`src/rtl/sram_pkg.sv`:
```
// Shared types and constants for the SRAM port arbiter.
//   num          - signed 16-bit data word carried to and from the SRAM
//   arb_state_t  - arbiter FSM states
//   SRAM_ADDR_W  - default SRAM word address width
//   TIMEOUT_MAX  - ACCESS cycles allowed before the watchdog aborts
//                  (only used when SRAM_ARB_TIMEOUT_EN is defined)
package sram_pkg;

    typedef logic signed [15:0] num;

    typedef enum logic [1:0] {
        IDLE   = 2'd0,
        ACCESS = 2'd1,
        ACK    = 2'd2
    } arb_state_t;

    localparam int SRAM_ADDR_W = 21;
    localparam int TIMEOUT_MAX = 255;

endpackage

```
`src/rtl/sram_arbiter_rr_pick.sv`:
```
// rr_pick: combinational round-robin priority encoder.
// The search starts at the client after last_grant and wraps, so the most
// recently served client has the lowest priority.
// Ports:
//   req        in   N        request vector
//   last_grant in   IDX_W    index of the client served last
//   winner     out  IDX_W    index of the selected client (0 when none)
//   any_req    out  1        at least one request present
module rr_pick #(
    parameter int N     = 3,
    parameter int IDX_W = (N > 1) ? $clog2(N) : 1
) (
    input  logic [N-1:0]     req,
    input  logic [IDX_W-1:0] last_grant,
    output logic [IDX_W-1:0] winner,
    output logic             any_req
);

    int cand_s;

    // Walk the candidates in priority order; the first one requesting wins.
    always_comb begin
        winner  = '0;
        any_req = 1'b0;
        cand_s  = 0;
        for (int i = 1; i <= N; i++) begin
            cand_s = (int'(last_grant) + i) % N;
            for (int j = 0; j < N; j++) begin
                if (!any_req && (j == cand_s) && req[j]) begin
                    winner  = IDX_W'(j);
                    any_req = 1'b1;
                end else begin
                    any_req = any_req;
                end
            end
        end
    end

endmodule

```
`src/rtl/sram_arbiter.sv`:
```
// sram_arbiter: shares one SRAM controller port between N_CLIENTS
// requesters with round-robin arbitration. One transaction is in flight
// at a time; every output is registered and always driven.
// Optional build macro: SRAM_ARB_TIMEOUT_EN adds an ACCESS watchdog and
// the sticky timeout_err output.
// Ports:
//   clk, reset            clock, asynchronous active-high reset
//   cl_req/cl_we          per-client request and write enable (0 = read)
//   cl_addr/cl_wdata      packed per-client address and write data
//   cl_ack                one-cycle completion pulse to the granted client
//   cl_rdata              read data, valid in the cl_ack cycle
//   sram_ready/sram_rdata controller completion and read data
//   sram_read/sram_write  strobes held for the whole access
//   sram_addr/sram_wdata  address and write data of the access
//   busy                  high while in ACCESS or ACK
//   timeout_err           sticky watchdog flag (SRAM_ARB_TIMEOUT_EN only)
module sram_arbiter
    import sram_pkg::*;
#(
    parameter int N_CLIENTS = 3,
    parameter int ADDR_W    = SRAM_ADDR_W
) (
    input  logic                        clk,
    input  logic                        reset,
    input  logic [N_CLIENTS-1:0]        cl_req,
    input  logic [N_CLIENTS-1:0]        cl_we,
    input  logic [N_CLIENTS*ADDR_W-1:0] cl_addr,
    input  logic [N_CLIENTS*16-1:0]     cl_wdata,
    output logic [N_CLIENTS-1:0]        cl_ack,
    output logic [15:0]                 cl_rdata,
    input  logic                        sram_ready,
    input  logic [15:0]                 sram_rdata,
    output logic                        sram_read,
    output logic                        sram_write,
    output logic [ADDR_W-1:0]           sram_addr,
    output logic [15:0]                 sram_wdata,
    output logic                        busy
`ifdef SRAM_ARB_TIMEOUT_EN
    ,
    output logic                        timeout_err
`endif
);

    localparam int IDX_W = $clog2(N_CLIENTS);

`ifdef SRAM_ARB_TIMEOUT_EN
    // The counter starts at 0 in the first ACCESS cycle, so this value
    // marks the last permitted cycle.
    localparam logic [7:0] WDOG_LAST = 8'(TIMEOUT_MAX - 1);
    logic [7:0] wdog_r;
`endif

    arb_state_t         state_r;
    logic [IDX_W-1:0]   gnt_idx_r;
    logic [IDX_W-1:0]   last_grant_r;
    logic [IDX_W-1:0]   winner_s;
    logic               any_req_s;
    logic [ADDR_W-1:0]  sel_addr_s;
    logic [15:0]        sel_wdata_s;
    logic               sel_we_s;
    logic [N_CLIENTS-1:0] ack_vec_s;

    rr_pick #(
        .N     (N_CLIENTS),
        .IDX_W (IDX_W)
    ) u_rr_pick (
        .req        (cl_req),
        .last_grant (last_grant_r),
        .winner     (winner_s),
        .any_req    (any_req_s)
    );

    // Select the winning client's address, data and direction.
    always_comb begin
        sel_addr_s  = cl_addr[ADDR_W-1:0];
        sel_wdata_s = cl_wdata[15:0];
        sel_we_s    = cl_we[0];
        for (int i = 0; i < N_CLIENTS; i++) begin
            if (winner_s == IDX_W'(i)) begin
                sel_addr_s  = cl_addr[i*ADDR_W +: ADDR_W];
                sel_wdata_s = cl_wdata[i*16 +: 16];
                sel_we_s    = cl_we[i];
            end else begin
                sel_we_s = sel_we_s;
            end
        end
    end

    // One-hot acknowledge vector for the client currently holding the grant.
    always_comb begin
        ack_vec_s = '0;
        for (int i = 0; i < N_CLIENTS; i++) begin
            ack_vec_s[i] = (gnt_idx_r == IDX_W'(i));
        end
    end

    // Arbiter FSM with all outputs registered.
    always_ff @(posedge clk or posedge reset) begin
        if (reset) begin
            state_r      <= IDLE;
            gnt_idx_r    <= '0;
            last_grant_r <= IDX_W'(N_CLIENTS - 1);
            cl_ack       <= '0;
            cl_rdata     <= 16'h0000;
            sram_read    <= 1'b0;
            sram_write   <= 1'b0;
            sram_addr    <= '0;
            sram_wdata   <= 16'h0000;
            busy         <= 1'b0;
`ifdef SRAM_ARB_TIMEOUT_EN
            wdog_r       <= 8'd0;
            timeout_err  <= 1'b0;
`endif
        end else begin
            case (state_r)
                IDLE: begin
                    cl_ack <= '0;
                    if (any_req_s) begin
                        gnt_idx_r  <= winner_s;
                        sram_addr  <= sel_addr_s;
                        sram_wdata <= sel_wdata_s;
                        sram_read  <= ~sel_we_s;
                        sram_write <= sel_we_s;
                        busy       <= 1'b1;
                        state_r    <= ACCESS;
`ifdef SRAM_ARB_TIMEOUT_EN
                        wdog_r     <= 8'd0;
`endif
                    end else begin
                        sram_read  <= 1'b0;
                        sram_write <= 1'b0;
                        busy       <= 1'b0;
                    end
                end
                ACCESS: begin
                    if (sram_ready) begin
                        sram_read    <= 1'b0;
                        sram_write   <= 1'b0;
                        // The read strobe still identifies the direction here.
                        if (sram_read) begin
                            cl_rdata <= sram_rdata;
                        end else begin
                            cl_rdata <= cl_rdata;
                        end
                        cl_ack       <= ack_vec_s;
                        last_grant_r <= gnt_idx_r;
                        state_r      <= ACK;
                    end else begin
`ifdef SRAM_ARB_TIMEOUT_EN
                        if (wdog_r == WDOG_LAST) begin
                            // Abort: hand back the most negative num so the
                            // client sees an obviously invalid value.
                            sram_read    <= 1'b0;
                            sram_write   <= 1'b0;
                            cl_rdata     <= 16'h8000;
                            cl_ack       <= ack_vec_s;
                            last_grant_r <= gnt_idx_r;
                            timeout_err  <= 1'b1;
                            state_r      <= ACK;
                        end else begin
                            wdog_r <= wdog_r + 8'd1;
                        end
`else
                        state_r <= ACCESS;
`endif
                    end
                end
                ACK: begin
                    // Gives the client a cycle to drop cl_req before rearbitration.
                    cl_ack  <= '0;
                    busy    <= 1'b0;
                    state_r <= IDLE;
                end
                default: begin
                    cl_ack     <= '0;
                    sram_read  <= 1'b0;
                    sram_write <= 1'b0;
                    busy       <= 1'b0;
                    state_r    <= IDLE;
                end
            endcase
        end
    end

endmodule

```
`config.mk`:
```
export PLATFORM = sky130hd
export DESIGN_NAME = sram_arbiter
export DESIGN_NICKNAME = d
export VERILOG_FILES = /design/src/rtl/sram_pkg.sv /design/src/rtl/sram_arbiter_rr_pick.sv /design/src/rtl/sram_arbiter.sv
export SDC_FILE = /design/constraint.sdc
export NUM_CORES = 1
export LEC_CHECK = 0
export CORE_MARGIN = 3
export CORE_UTILIZATION = 41
export DETAILED_ROUTE_END_ITERATION = 16
export PLACE_DENSITY = 0.95
export SYNTH_ARGS = -nofsm -noshare
export SYNTH_HDL_FRONTEND = slang
export SYNTH_SLANG_ARGS = --single-unit
```
`constraint.sdc`:
```
create_clock -name clk -period 6.1 [get_ports clk]
set_clock_uncertainty 0.15 [all_clocks]
set_input_delay 1.83 -clock clk [delete_from_list [all_inputs] [get_ports clk]]
set_output_delay 1.83 -clock clk [all_outputs]
set_load 0.01 [all_outputs]
```
==> PnR_summary.wiki <==
{| class="wikitable"
! Metric !! Value
|-
| Outcome || finished, final reports clean
|-
| H-tree lvl count || 3
|-
| Sequential-to-total area share from yosys stat || 0.4971
|-
| Final count of pins violating max slew || 0
|-
| Maximum number of pins on one net before global-route repair || 66
|-
| Critical path endpoint category || flip-flop
|-
| Number of synthesized register bits || 65
|-
| Data required time of the worst path || 6.10 ns
|-
| FP Rows || 31
|-
| Number of buffers and inverters on the critical path || 1
|-
| Total negative setup slack || 0 ns
|-
| Core Footprint || 7486 um2
|-
| Worst r2r path cells || 6
|-
| Hold Path Depth || 1
|-
| Hold buffers post-CTS || 0
|-
| Setup crit start kind || input pin
|-
| Worst reg2reg path startpoint || last_grant_r[1]
|-
| Critical-path top delay cell || sky130_fd_sc_hd__and2_2
|-
| Clock insertion delay at the later pin of the skew report || 0.32 ns
|-
| Most numerous cell in the Yosys netlist || sky130_fd_sc_hd__dfrtp_1
|-
| Final Hold Fails || 0
|-
| Overflow left after global routing || 0
|-
| Clock network power share || 0.126
|-
| Largest family of logic cells by synthesized area || multiplexers
|-
| Worst hold path endpoint || cl_rdata[5]
|-
| Routed wire length || 10430 um
|-
| Global-route wire length before repair || 15990 um
|-
| Area share of the leading cell type in the synthesized netlist || 0.4891
|-
| Endpoint of the worst-slack reg-to-reg timing path || sram_addr[7]
|-
| Num Clock Sinks || 65
|-
| Avg Cell Area, Syn || 10.74 um2
|-
| Die width || 95.37 um
|-
| Critical path arrival || 4.18 ns
|-
| Number of buffers on the longest clock path || 2
|-
| Proportion of power drawn by combinational gates || 0.573
|-
| Area enclosed by the die boundary || 9094 um2
|-
| CTS resizes || 0
|-
| Average detailed-routed wire length per instance || 17.49 um
|-
| Adder-cell share of the synthesized area || 0.007642
|-
| DP HPWL || 8082 um
|-
| Number of remaining DRC errors || 0
|-
| Total met2 wirelength after detailed routing || 5429 um
|-
| Vias in the first global route || 3316
|-
| Global router's overall resource usage || 0.2307
|-
| Worst-path clk slew || 0.06 ns
|-
| Clock tree from TritonCTS || done
|-
| Startpoint-to-endpoint class of the critical path || in2reg
|-
| Maximum ir drop on the vdd rail || 0.0002591 V
|-
| Measured slew at the worst slew-check pin || 0.9292 ns
|-
| Antenna diode count || 0
|-
| Initial Utilization || 0.4374
|-
| Post-Synthesis Cells || 305
|-
| Net Switching || 0.001009 W
|-
| GPL Wtd Cong || 0.7890
|-
| # IOs || 195
|-
| Count of flip-flops with a built-in enable after synthesis || 0
|-
| Synthesized-area fraction occupied by ao, oa, aoi and oai cells || 0.1303
|-
| Nets || 630
|-
| Antenna violations before repair || 0
|-
| Port buffer count || 194
|-
| Top layer in use || met4
|-
| Simple-gate area share of the yosys netlist || 0.1479
|-
| Inserted Clock Buffers || 9
|-
| Total of warnings raised by yosys || 0
|-
| Achievable Freq || 239.4 MHz
|-
| Fraction of layout instances using a drive strength above 1 || 0.09859
|-
| Worst hold start || cl_rdata[5]
|-
| Largest stage delay on the critical path || 0.86 ns
|-
| Y dimension of the die || 95.37 um
|-
| Worst hold-check path type || reg2reg
|-
| Post-synthesis cell area || 3274 um2
|-
| Routed wire length on met3 || 1073 um
|-
| Detail Route Antenna Nets || 0
|-
| Worst R2R Setup Slack || 3.09 ns
|-
| Proportion of synthesized area in mux cells || 0.1742
|-
| Post-synthesis xor/xnor area fraction || 0
|-
| Maximum capacitance violations || 0
|-
| Share of the clock period used by the worst path after layout || 0.6849
|-
| Maximum fanout encountered on the critical timing path || 41
|-
| Most used flip-flop cell after synthesis || sky130_fd_sc_hd__dfrtp_1
|-
| Final Critical Period || 4.178 ns
|-
| Max_slew headroom || 0.3776
|-
| Routed vias/inst || 5.253
|-
| Area growth from synthesis to layout || 66.49%
|-
| Net switching share of the total power || 0.3931
|-
| Setup repair after global routing missed its margin || no
|-
| Drt first pass iters || 4
|-
| Worst path cell trace || clkdlybuf4s50_1 > nand2_1 > o41a_2 > and2_2 > a211oi_1
|-
| Commonest cells in the netlist || 64 x sky130_fd_sc_hd__dfrtp_1, 42 x sky130_fd_sc_hd__nor2_1, 40 x sky130_fd_sc_hd__nor3_1
|-
| Top cells by area, synth || sky130_fd_sc_hd__dfrtp_1 49%, sky130_fd_sc_hd__mux2i_1 12%, sky130_fd_sc_hd__a211oi_1 6.4%
|-
| Pwr Density || 470.7 nW/um2
|-
| Vias || 3131
|-
| Clock tree root driver cell || sky130_fd_sc_hd__clkbuf_8
|-
| Cell type with the largest total area after synthesis || sky130_fd_sc_hd__dfrtp_1
|-
| Static leakage || 2.258 nW
|-
| Cell class contributing the biggest share of worst-path delay || simple AND/OR/NAND/NOR gates
|-
| End-of-flow core utilization || 0.7282
|-
| Internal power contribution || 0.001557 W
|-
| Routed length on met1 || 3699 um
|-
| Post-CTS Setup Repair Bufs || 0
|-
| Synth async-reset ratio || 1.000
|-
| Setup violations, final || 0
|-
| Number of distinct library cells after synthesis || 31
|-
| Syn Nets || 443
|-
| Sequential fraction of design power || 0.302
|-
| Starting DRC count in detailed routing || 94
|}
## cell type report
| cell class | instances | area [um2] |
|---|---|---|
| clock buffers | 14 | 162.7 |
| clock inverters | 2 | 12.51 |
| fillers | 536 | 2034 |
| inverters | 5 | 18.77 |
| multi-input cells | 212 | 1526 |
| flip-flops and latches | 65 | 1628 |
| well taps | 99 | 123.9 |
| repair buffers | 199 | 1979 |
## worst max-delay path by stage
stage / endpoint / start / cells past startpoint
after global routing: sram_addr[7] / cl_req[2] / 5
after floorplan: busy / reset / 1
after detailed placement: sram_read / cl_req[2] / 5
after CTS: sram_addr[18] / cl_req[2] / 5
final: sram_addr[7] / cl_req[2] / 5
after global placement: sram_read / cl_req[2] / 5
## sequential cells by signal (all words and copies together), names as in the netlist
| name | flops |
|---|---|
| last_grant_r | 2 |
| sram_wdata | 16 |
| sram_write | 1 |
| sram_read | 1 |
| sram_addr | 21 |
| state_r | 2 |
| gnt_idx_r | 2 |
| cl_ack | 3 |
| busy | 1 |
| cl_rdata | 16 |
## metal layers
| metal | track usage | vias to the layer above |
|---|---|---|
| met1 | 0.2438 | 1486 |
| met5 | 0 | - |
| met4 | 0.08413 | 0 |
| met2 | 0.4181 | 153 |
| met3 | 0.08366 | 17 |
| li1 | - | 1475 |
## power by group through the flow
stage                     sequential [W]  combinational (W)  clock [W]
after floorplan                 0.000846           0.000766          0
after global placement          0.000760            0.00143          0
after detailed placement        0.000782            0.00148          0
after CTS                       0.000774            0.00149   0.000329
after global routing            0.000798            0.00159   0.000347
final                           0.000774            0.00147   0.000322
## metrics by stage
step,hold WS (ns),power [W],cells,instance area [um2],worst slack [ns]
after global routing,0.3752,0.002735,596,5451,1.734
after CTS,0.3603,0.002590,596,5451,1.944
after global placement,0.3365,0.002186,580,5276,1.640
after floorplan,0.3355,0.001611,305,3274,2.495
after detailed placement,0.3496,0.002260,580,5276,1.611
final,0.3568,0.002566,596,5451,1.922
## layout by cell type, fill, tap and decap left out, types with 3 or more instances in the layout
master / count
sky130_fd_sc_hd__clkdlybuf4s50_1: 194
sky130_fd_sc_hd__dfrtp_1: 64
sky130_fd_sc_hd__nor2_1: 42
sky130_fd_sc_hd__nor3_1: 40
sky130_fd_sc_hd__mux2i_1: 39
sky130_fd_sc_hd__a211oi_1: 28
sky130_fd_sc_hd__mux2_2: 16
sky130_fd_sc_hd__clkbuf_8: 11
sky130_fd_sc_hd__a211oi_2: 9
sky130_fd_sc_hd__nand2_1: 5
sky130_fd_sc_hd__nand2b_1: 5
sky130_fd_sc_hd__o21ai_0: 5
sky130_fd_sc_hd__buf_4: 5
sky130_fd_sc_hd__inv_1: 4
sky130_fd_sc_hd__a21oi_1: 4
sky130_fd_sc_hd__nand3_1: 3
sky130_fd_sc_hd__clkbuf_1: 3
## cells by family (layout without fill, tap and decap cells)
kind of cell | Yosys count | after routing
DFF | 65 | 65
adders and majority gates | 2 | 2
muxes | 55 | 55
AOI/OAI and AO/OA | 52 | 52
buffers and inverters | 28 | 220
and+or+nand+nor | 103 | 103
Power figures use the tool's default switching activity.
